[config.mk]
export PLATFORM = sky130hd
export DESIGN_NAME = led_rx_decoder_flat
export DESIGN_NICKNAME = d
export VERILOG_FILES = /design/src/rtl/led_rx_decoder_if.sv /design/src/rtl/led_rx_decoder.sv /design/src/flat_wrapper.sv
export SDC_FILE = /design/constraint.sdc
export NUM_CORES = 1
export LEC_CHECK = 0
export BUFFER_PORTS_ARGS = -buffer_cell sky130_fd_sc_hd__buf_4
export CAP_MARGIN = 5
export CORE_UTILIZATION = 60
export CTS_CLUSTER_SIZE = 40
export DETAILED_ROUTE_END_ITERATION = 8
export GPL_TIMING_DRIVEN = 0
export PLACE_DENSITY = 0.86
export SLEW_MARGIN = 20
export SYNTH_ARGS = -nofsm -noshare
export SYNTH_HDL_FRONTEND = slang
export SYNTH_SLANG_ARGS = --single-unit
[constraint.sdc]
create_clock -name PCLK -period 18.3 [get_ports PCLK]
set_input_delay 3.66 -clock PCLK [delete_from_list [all_inputs] [get_ports PCLK]]
set_output_delay 3.66 -clock PCLK [all_outputs]
set_load 0.005 [all_outputs]
[src/rtl/led_rx_decoder_if.sv]
// APB3 bus bundle for led_rx_decoder; the master modport is used by the bus
// driver and the slave modport by the decoder.
interface led_rx_decoder_if;
   logic        PSEL;
   logic        PENABLE;
   logic        PWRITE;
   logic [31:0] PADDR;
   logic [31:0] PWDATA;
   logic [31:0] PRDATA;
   logic        PREADY;
   logic        PSLVERR;

   modport master (
      output PSEL, PENABLE, PWRITE, PADDR, PWDATA,
      input  PRDATA, PREADY, PSLVERR
   );

   modport slave (
      input  PSEL, PENABLE, PWRITE, PADDR, PWDATA,
      output PRDATA, PREADY, PSLVERR
   );
endinterface

[src/rtl/led_rx_decoder.sv]
// Pulse-width LED/IR line decoder with APB3 register access.
// Optional LED_RX_GLITCH_FILTER_EN: 3-tap majority filter on the synchronised line.
module led_rx_decoder #(
   parameter int unsigned ADDR_SEL = 8,
   parameter int unsigned THRESH   = 31,
   parameter int unsigned MIN_HIGH = 8,
   parameter int unsigned MAX_HIGH = 52,
   parameter int unsigned END_GAP  = 1000
) (
   input  logic              PCLK,
   input  logic              PRESET,
   led_rx_decoder_if.slave   apb,
   input  logic              rx_in,
   output logic              frame_irq
);

   localparam logic [3:0]  SEL_C    = 4'(ADDR_SEL);
   localparam logic [15:0] THRESH_C = 16'(THRESH);
   localparam logic [15:0] MIN_C    = 16'(MIN_HIGH);
   localparam logic [15:0] MAX_C    = 16'(MAX_HIGH);
   localparam logic [15:0] GAP_C    = 16'(END_GAP);

   typedef enum logic [1:0] {WAIT_IDLE, IDLE, HIGH, LOW} state_t;

   function automatic logic [15:0] sat_inc(input logic [15:0] v);
      return (v == 16'hFFFF) ? v : v + 16'd1;
   endfunction

   logic sync1, sync2, rx_s;

   always_ff @(posedge PCLK or posedge PRESET) begin
      if (PRESET) begin
         sync1 <= 1'b0;
         sync2 <= 1'b0;
      end else begin
         sync1 <= rx_in;
         sync2 <= sync1;
      end
   end

`ifdef LED_RX_GLITCH_FILTER_EN
   logic tap1, tap2, maj;

   // Registered majority: adds two cycles of latency but keeps widths of pulses >= 2 cycles.
   always_ff @(posedge PCLK or posedge PRESET) begin
      if (PRESET) begin
         tap1 <= 1'b0;
         tap2 <= 1'b0;
         maj  <= 1'b0;
      end else begin
         tap1 <= sync2;
         tap2 <= tap1;
         maj  <= (sync2 & tap1) | (sync2 & tap2) | (tap1 & tap2);
      end
   end

   assign rx_s = maj;
`else
   assign rx_s = sync2;
`endif

   state_t      state;
   logic [15:0] high_cnt, low_cnt;
   logic [31:0] shreg;
   logic [15:0] bit_count, one_count, first_idx;
   logic [31:0] rd_data;
   logic [15:0] rd_bits, rd_ones, rd_first;
   logic        frame_valid, overrun, pulse_err;
   logic        bit_v, sel, wr_en;

   assign bit_v = (high_cnt >= THRESH_C);
   assign sel   = (apb.PADDR[11:8] == SEL_C);
   assign wr_en = apb.PSEL && apb.PENABLE && apb.PWRITE && sel;

   // Flag clears are written first so that set conditions later in the block take priority.
   always_ff @(posedge PCLK or posedge PRESET) begin
      if (PRESET) begin
         state       <= WAIT_IDLE;
         high_cnt    <= '0;
         low_cnt     <= '0;
         shreg       <= '0;
         bit_count   <= '0;
         one_count   <= '0;
         first_idx   <= '0;
         rd_data     <= '0;
         rd_bits     <= '0;
         rd_ones     <= '0;
         rd_first    <= '0;
         frame_valid <= 1'b0;
         overrun     <= 1'b0;
         pulse_err   <= 1'b0;
      end else begin
         if (wr_en && apb.PADDR[3:2] == 2'd0) begin
            if (apb.PWDATA[0]) frame_valid <= 1'b0;
            if (apb.PWDATA[1]) overrun     <= 1'b0;
            if (apb.PWDATA[2]) pulse_err   <= 1'b0;
         end
         case (state)
            WAIT_IDLE: begin
               if (rx_s)                  low_cnt <= '0;
               else if (low_cnt == GAP_C) state   <= IDLE;
               else                       low_cnt <= sat_inc(low_cnt);
            end
            IDLE: begin
               if (rx_s) begin
                  shreg     <= '0;
                  bit_count <= '0;
                  one_count <= '0;
                  first_idx <= '1;
                  high_cnt  <= 16'd1;
                  state     <= HIGH;
               end
            end
            HIGH: begin
               if (rx_s) begin
                  if (high_cnt >= MAX_C) begin
                     pulse_err <= 1'b1;
                     low_cnt   <= '0;
                     state     <= WAIT_IDLE;
                  end else begin
                     high_cnt <= sat_inc(high_cnt);
                  end
               end else begin
                  low_cnt <= 16'd1;
                  state   <= LOW;
                  if (high_cnt < MIN_C) begin
                     pulse_err <= 1'b1;
                  end else begin
                     shreg     <= {shreg[30:0], bit_v};
                     bit_count <= sat_inc(bit_count);
                     if (bit_v) begin
                        one_count <= sat_inc(one_count);
                        if (one_count == '0) first_idx <= bit_count;
                     end
                  end
               end
            end
            LOW: begin
               if (rx_s) begin
                  high_cnt <= 16'd1;
                  state    <= HIGH;
               end else if (low_cnt == GAP_C) begin
                  state <= IDLE;
                  if (bit_count != '0) begin
                     rd_data     <= shreg;
                     rd_bits     <= bit_count;
                     rd_ones     <= one_count;
                     rd_first    <= first_idx;
                     frame_valid <= 1'b1;
                     if (frame_valid) overrun <= 1'b1;
                  end
               end else begin
                  low_cnt <= sat_inc(low_cnt);
               end
            end
            default: state <= WAIT_IDLE;
         endcase
      end
   end

   logic [31:0] prdata;

   always_comb begin
      prdata = '0;
      if (apb.PSEL && !apb.PWRITE && sel) begin
         case (apb.PADDR[3:2])
            2'd0:    prdata = {28'd0, (state == HIGH || state == LOW), pulse_err, overrun, frame_valid};
            2'd1:    prdata = {rd_ones, rd_bits};
            2'd2:    prdata = rd_data;
            default: prdata = {16'd0, rd_first};
         endcase
      end
   end

   assign apb.PRDATA  = prdata;
   assign apb.PREADY  = 1'b1;
   assign apb.PSLVERR = 1'b0;
   assign frame_irq   = frame_valid;

   logic unused_bits;
   assign unused_bits = ^{apb.PADDR[31:12], apb.PADDR[7:4], apb.PADDR[1:0], apb.PWDATA[31:3]};

endmodule
[src/flat_wrapper.sv]
// flat-port wrapper written by rule: the top's interface ports become plain ports
module led_rx_decoder_flat 
#(
   parameter int unsigned ADDR_SEL = 8,
   parameter int unsigned THRESH   = 31,
   parameter int unsigned MIN_HIGH = 8,
   parameter int unsigned MAX_HIGH = 52,
   parameter int unsigned END_GAP  = 1000
)
  (PCLK, PRESET, rx_in, frame_irq, apb_PSEL, apb_PENABLE, apb_PWRITE, apb_PADDR, apb_PWDATA, apb_PRDATA, apb_PREADY, apb_PSLVERR);
  led_rx_decoder_if apb_i ();
  input  logic PCLK;
  input  logic PRESET;
  input  logic rx_in;
  output logic frame_irq;
  input wire logic [$bits(apb_i.PSEL)-1:0] apb_PSEL;
  input wire logic [$bits(apb_i.PENABLE)-1:0] apb_PENABLE;
  input wire logic [$bits(apb_i.PWRITE)-1:0] apb_PWRITE;
  input wire logic [$bits(apb_i.PADDR)-1:0] apb_PADDR;
  input wire logic [$bits(apb_i.PWDATA)-1:0] apb_PWDATA;
  output wire logic [$bits(apb_i.PRDATA)-1:0] apb_PRDATA;
  output wire logic [$bits(apb_i.PREADY)-1:0] apb_PREADY;
  output wire logic [$bits(apb_i.PSLVERR)-1:0] apb_PSLVERR;
  assign apb_i.PSEL = apb_PSEL;
  assign apb_i.PENABLE = apb_PENABLE;
  assign apb_i.PWRITE = apb_PWRITE;
  assign apb_i.PADDR = apb_PADDR;
  assign apb_i.PWDATA = apb_PWDATA;
  assign apb_PRDATA = apb_i.PRDATA;
  assign apb_PREADY = apb_i.PREADY;
  assign apb_PSLVERR = apb_i.PSLVERR;
  led_rx_decoder #(.ADDR_SEL(ADDR_SEL), .THRESH(THRESH), .MIN_HIGH(MIN_HIGH), .MAX_HIGH(MAX_HIGH), .END_GAP(END_GAP)) u_core (.PCLK(PCLK), .PRESET(PRESET), .apb(apb_i), .rx_in(rx_in), .frame_irq(frame_irq));
endmodule
### Yosys cells after proc, flatten, opt, wreduce, memory -nomap -nowiden

Cells that the tools add are included.
Widths: inputs -> output; s select.

* register bits after elaboration: 199
* input bits: 70
* logic and storage cells: 133

* add/sub/neg operators: 4
* magnitude comparators: 3
* equality and inequality tests: 25
* muxes and demuxes: 60
* bitwise gates (word level): 1
* reduce and logical (&&, ||, !) cells: 24

Operator list (number)
* $mux 16: 23
* $mux 32: 4
* $pmux 16 s2: 4
* $pmux 32 s3: 1
* $add 16x1->16 const B: 4
* $eq 16x16->1 const B: 4
* $pmux 32 s2: 1
* $pmux 16 s3: 1
* $mux 1: 19
* $eq 16x10->1 const B: 1
* $ge 16x5->1 const B: 1
* $ge 16x6->1 const B: 1
* $logic_not 16->1: 1
* $lt 16x4->1 const B: 1
* $ne 2x2->1 const B: 8
* $reduce_bool 16->1: 1
* $mux 2: 6
* $reduce_and 6->1: 2
* $ne 2x1->1 const B: 5
* $reduce_and 5->1: 2
* $pmux 2 s4: 1
* $reduce_and 4->1: 2
* $eq 2x2->1 const B: 3
* $logic_and 1x1->1: 6
* 11 further kinds: 15

### Longest topological paths before layout

* word-level depth: 10
* mapped depth: 10
* gate-level depth less buffers: 8

### Least setup slack after synthesis

Ideal clock, no wire load.

* path kind: input-to-output
* from: in apb_PADDR[2]
* to: out apb_PRDATA[21]
* arrival time: 4.925 ns
* data required time: 14.640 ns
* setup slack: 9.715 ns
* cell stages on the path: 6
* buffers on the path: 3
* cell sequence: clkbuf_1 nor2b_1 clkbuf_1 clkbuf_1 a22oi_1 nor2_1

* word-level cells in the longest chain between the ends: 3

Ends and longest elaborated chain
* start: declaration: RTL line flat_wrapper.sv:19 `input wire logic [$bits(apb_i.PADDR)-1:0] apb_PADDR;`
* $eq 2x2->1, or another cell as far along: RTL line led_rx_decoder.sv:166 `case (apb.PADDR[3:2])`
* $pmux 32 s3 *: RTL line led_rx_decoder.sv:166
* $mux 32 *: RTL line led_rx_decoder.sv:165 `if (apb.PSEL && !apb.PWRITE && sel) begin`
* end: declaration: RTL line flat_wrapper.sv:21 `output wire logic [$bits(apb_i.PRDATA)-1:0] apb_PRDATA;`

Mark *: on every way between the ends. The rest lies on a longest branch, timed or not.

### Worst setup path after layout

* from: in apb_PADDR[3]
* to: out apb_PRDATA[31]

Same word-level chain as after synthesis.

==> flow_metrics.py <==
metrics = {
    "layout": {
        "antenna_cells": 0,
        "drive_gt1_share_pct": 21.55,
        "nNetsFinal": 1058,
        "nFillCells": 1101,
        "finalInstanceArea_um2": 10720,
        "instances_no_fill": 1204,
        "layout_commonest_cell": "dfrtp_1",
        "syn_to_final_growth_pct": 12.88,
        "final_cell_mix": "199 x dfrtp_1, 121 x nand2_1, 104 x nor2_1",
    },
    "place": {
        "postPlaceCellArea_um2": 10130,
        "dp_cells": 1172,
        "port_buffers": 45,
        "place_congestion": 0.8853,
        "dpl.hpwl_um": 14980,
    },
    "setup_path": {
        "crit_slowest_cell": "clkbuf_1",
        "r2r_start": "u_core.low_cnt[0]",
        "critPathBufInv": 4,
        "slowest_delay_ps": 490,
        "crit_cells": 7,
        "crit_family": "buffers and inverters",
        "reg2regPathDepth": 10,
        "crit_top_cell": "clkbuf_1",
        "crit_chain": "clkbuf_1 > nor2b_1 > clkbuf_1 > clkbuf_1 > a22oi_1 > nor2_1 > buf_4",
        "crit_type": "input port to primary output",
        "startpoint": "apb_PADDR[3]",
        "worstSetupEndpoint": "apb_PRDATA[31]",
        "reg2reg_to": "u_core.rd_bits[0]",
        "end_kind": "primary output",
        "ff2ff_setup_slack_ps": 15740,
        "arrival_ps": 5700,
        "startpoint_type": "input port",
        "critPathRequiredTime_ps": 14640,
        "critPathMaxFanout": 10,
    },
    "timing": {
        "holdWs_ps": 361.4,
        "max_freq_ghz": 0.1069,
        "fin_crit_sh_pct": 51.14,
        "finClkSkew_ps": 14.74,
        "period_minus_slack_ps": 9359,
        "setup_viol": 0,
        "rsz0062_at_grt": "no",
        "tightestPinTransition_ps": 952.5,
        "hold_viol": 0,
        "fin_tns_setup_ps": 0,
        "slew_headroom_pct": 36.01,
        "slew_viol_final": 0,
    },
    "synthesis": {
        "postSynth.asyncResetShare_pct": 100.0,
        "ys_seq_area_share_pct": 52.43,
        "synth_fp_nets": 993,
        "ys_ff_latch": 199,
        "syn_avg_cell_area_um2": 10.38,
        "ys_types": 69,
        "netlist_instances": 915,
        "yosys_most_used_dff": "dfrtp_1",
        "syn_area_um2": 9498,
        "ys_warn_count": 0,
        "synth-edff-count": 0,
    },
    "die": {
        "coreArea_um2": 15310,
        "start_util_pct": 62.02,
        "dieArea_um2": 16340,
        "boundaryPins": 105,
        "fp.dieW_um": 127.8,
        "die_y_um": 127.8,
        "rows": 45,
    },
    "power": {
        "power.density_nw_per_um2": 77.94,
        "power_w": 0.0008356,
        "ir_drop_uv": 69.66,
        "leakagePower_nw": 4.870,
    },
    "clock_network": {
        "post_cts_buffers": 0,
        "cts.path.max_buffers": 2,
        "cts-root-buf": "clkbuf_16",
        "hold_buffers": 0,
        "h-tree-depth": 4,
        "cts_tree": "built",
        "cts_made_buffers": 17,
        "clock_sinks": 199,
        "path_clk_slew_ps": 70,
        "cts_resized": 0,
        "worstSkewPairLatency_ps": 440,
    },
    "global_route": {
        "grt_start_max_net_pins": 101,
        "gr-usage-all-layers_pct": 28.62,
        "grt_pass1_wl_um": 36200,
        "busiest_layer": "met2",
        "use_met3_pct": 5.676,
        "grt_util_met1_pct": 39.14,
        "grt_pass1_vias": 7065,
        "antenna_found_initial": 0,
        "use_met2_pct": 46.55,
        "grt.overflow.total": 0,
    },
    "outcome": {
        "outcome": "completed",
    },
    "flow_run": {
        "maxCapViolCount": 0,
    },
    "route": {
        "drc_errors": 0,
        "drtAntennaViolNets": 0,
        "finalWirelength_um": 22050,
        "first_pass_iters": 6,
        "post_drt_via_cell_ratio": 6.094,
        "wl_per_cell_um": 18.31,
        "vias": 7337,
        "drt_iter0_markers": 741,
    },
    "hold_path": {
        "hold_class": "register to register",
    },
}
## worst min-delay path by stage
| stage | to | slack (ps) | cells past startpoint | from |
|---|---|---|---|---|
| 2_1_floorplan | u_core.rx_s | 330 | 0 | u_core.sync1 |
| 3_3_place_gp | u_core.rx_s | 330 | 0 | u_core.sync1 |
| 3_5_place_dp | u_core.rx_s | 340 | 0 | u_core.sync1 |
| 4_1_cts | u_core.rx_s | 360 | 0 | u_core.sync1 |
| 5_1_grt | u_core.rx_s | 370 | 0 | u_core.sync1 |
| 6_report | u_core.rx_s | 360 | 0 | u_core.sync1 |
## routing by layer
| metal | part of all wire, % | vias up |
|---|---|---|
| met2 | 50 | 258 |
| li1 | - | 3352 |
| met5 | 0 | - |
| met1 | 43 | 3692 |
| met3 | 5.4 | 35 |
| met4 | 1.5 | 0 |
## worst register-to-register path, cell delays in order, from the launching register on
cell      delay (ps)
dfrtp_1          450
inv_1            110
ha_1             150
nor4bb_1         260
nand3_1          190
nor2_2           230
nand4_2          290
buf_4            290
clkbuf_1         250
nand2_1          130
o21ai_0           80
## cell type report
cell class	count	area, um^2	area share [%]
Multi-Input combinational cell	639	4155	38.76
Buffer	60	299.0	2.789
Clock buffer	18	439.2	4.096
Tap cell	211	264.0	2.462
Clock inverter	14	147.6	1.377
Inverter	17	71.32	0.6652
Timing Repair Buffer	46	365.4	3.408
Sequential cell	199	4980	46.45
## metrics by stage
step,worst slack (ps),util [%]
finish,8941,70.01
global route,8790,70.01
CTS,8987,70.01
detailed placement,8987,66.18
global placement,7190,65.95
floorplan,9214,-
## cell usage after synthesis, types with 3 or more instances
master | count | area, um^2
mux2_2 | 80 | 900.9
a31oi_1 | 8 | 50.05
ha_1 | 8 | 100.1
mux4_2 | 4 | 90.09
a21oi_1 | 12 | 60.06
nor2b_1 | 7 | 43.79
nor4b_1 | 6 | 52.55
nand2_1 | 121 | 454.2
buf_6 | 4 | 45.04
o21ai_0 | 70 | 350.3
and3_1 | 5 | 31.28
a2111oi_0 | 3 | 26.28
and4_1 | 6 | 52.55
nand4_2 | 3 | 37.54
or4_1 | 3 | 22.52
mux2_1 | 6 | 67.56
a22oi_1 | 28 | 210.2
inv_1 | 16 | 60.06
buf_2 | 18 | 90.09
nor3b_1 | 6 | 45.04
buf_4 | 5 | 37.54
and2_1 | 5 | 31.28
or2_2 | 3 | 18.77
xnor2_1 | 31 | 271.5
nor2_1 | 104 | 390.4
nor3_1 | 17 | 85.08
nand3_1 | 19 | 95.09
mux2i_1 | 3 | 30.03
nand4_1 | 16 | 100.1
dfrtp_1 | 199 | 4980
nor4_1 | 20 | 125.1
clkbuf_1 | 29 | 108.9
a22o_1 | 3 | 26.28
## flip-flops by register name, indices dropped and copies added, names as in the netlist, 2 cells and up
| signal | count |
|---|---|
| u_core.state | 2 |
| u_core.rd_first | 16 |
| u_core.rd_data | 32 |
| u_core.shreg | 32 |
| u_core.first_idx | 16 |
| u_core.high_cnt | 16 |
| u_core.low_cnt | 16 |
| u_core.rd_bits | 16 |
| u_core.bit_count | 16 |
| u_core.one_count | 16 |
| u_core.rd_ones | 16 |
## logic make-up (layout without fill, tap and decap cells)
logic type                 count (synthesis)  in the layout  synth area share (%)
DFF                                      199            199                 52.43
AOI/OAI and AO/OA                        148            148                 10.06
and+or+nand+nor                          356            356                 18.14
muxes                                     93             93                 11.46
other                                      2              2               0.07907
adders and majority gates                  8              8                 1.054
xor gates and xnor gates                  32             32                 2.951
buffers and inverters                     77            155                 3.820
## where the power goes
part | internal (W) | leakage [nW] | switching, W | total (W)
clock | 0.000186 | 0.283 | 0.000181 | 0.000367
sequential | 0.000441 | 2.76 | 0.00000349 | 0.000445
combinational | 0.00000713 | 1.82 | 0.0000163 | 0.0000234
(Power assumes the default switching activity.)
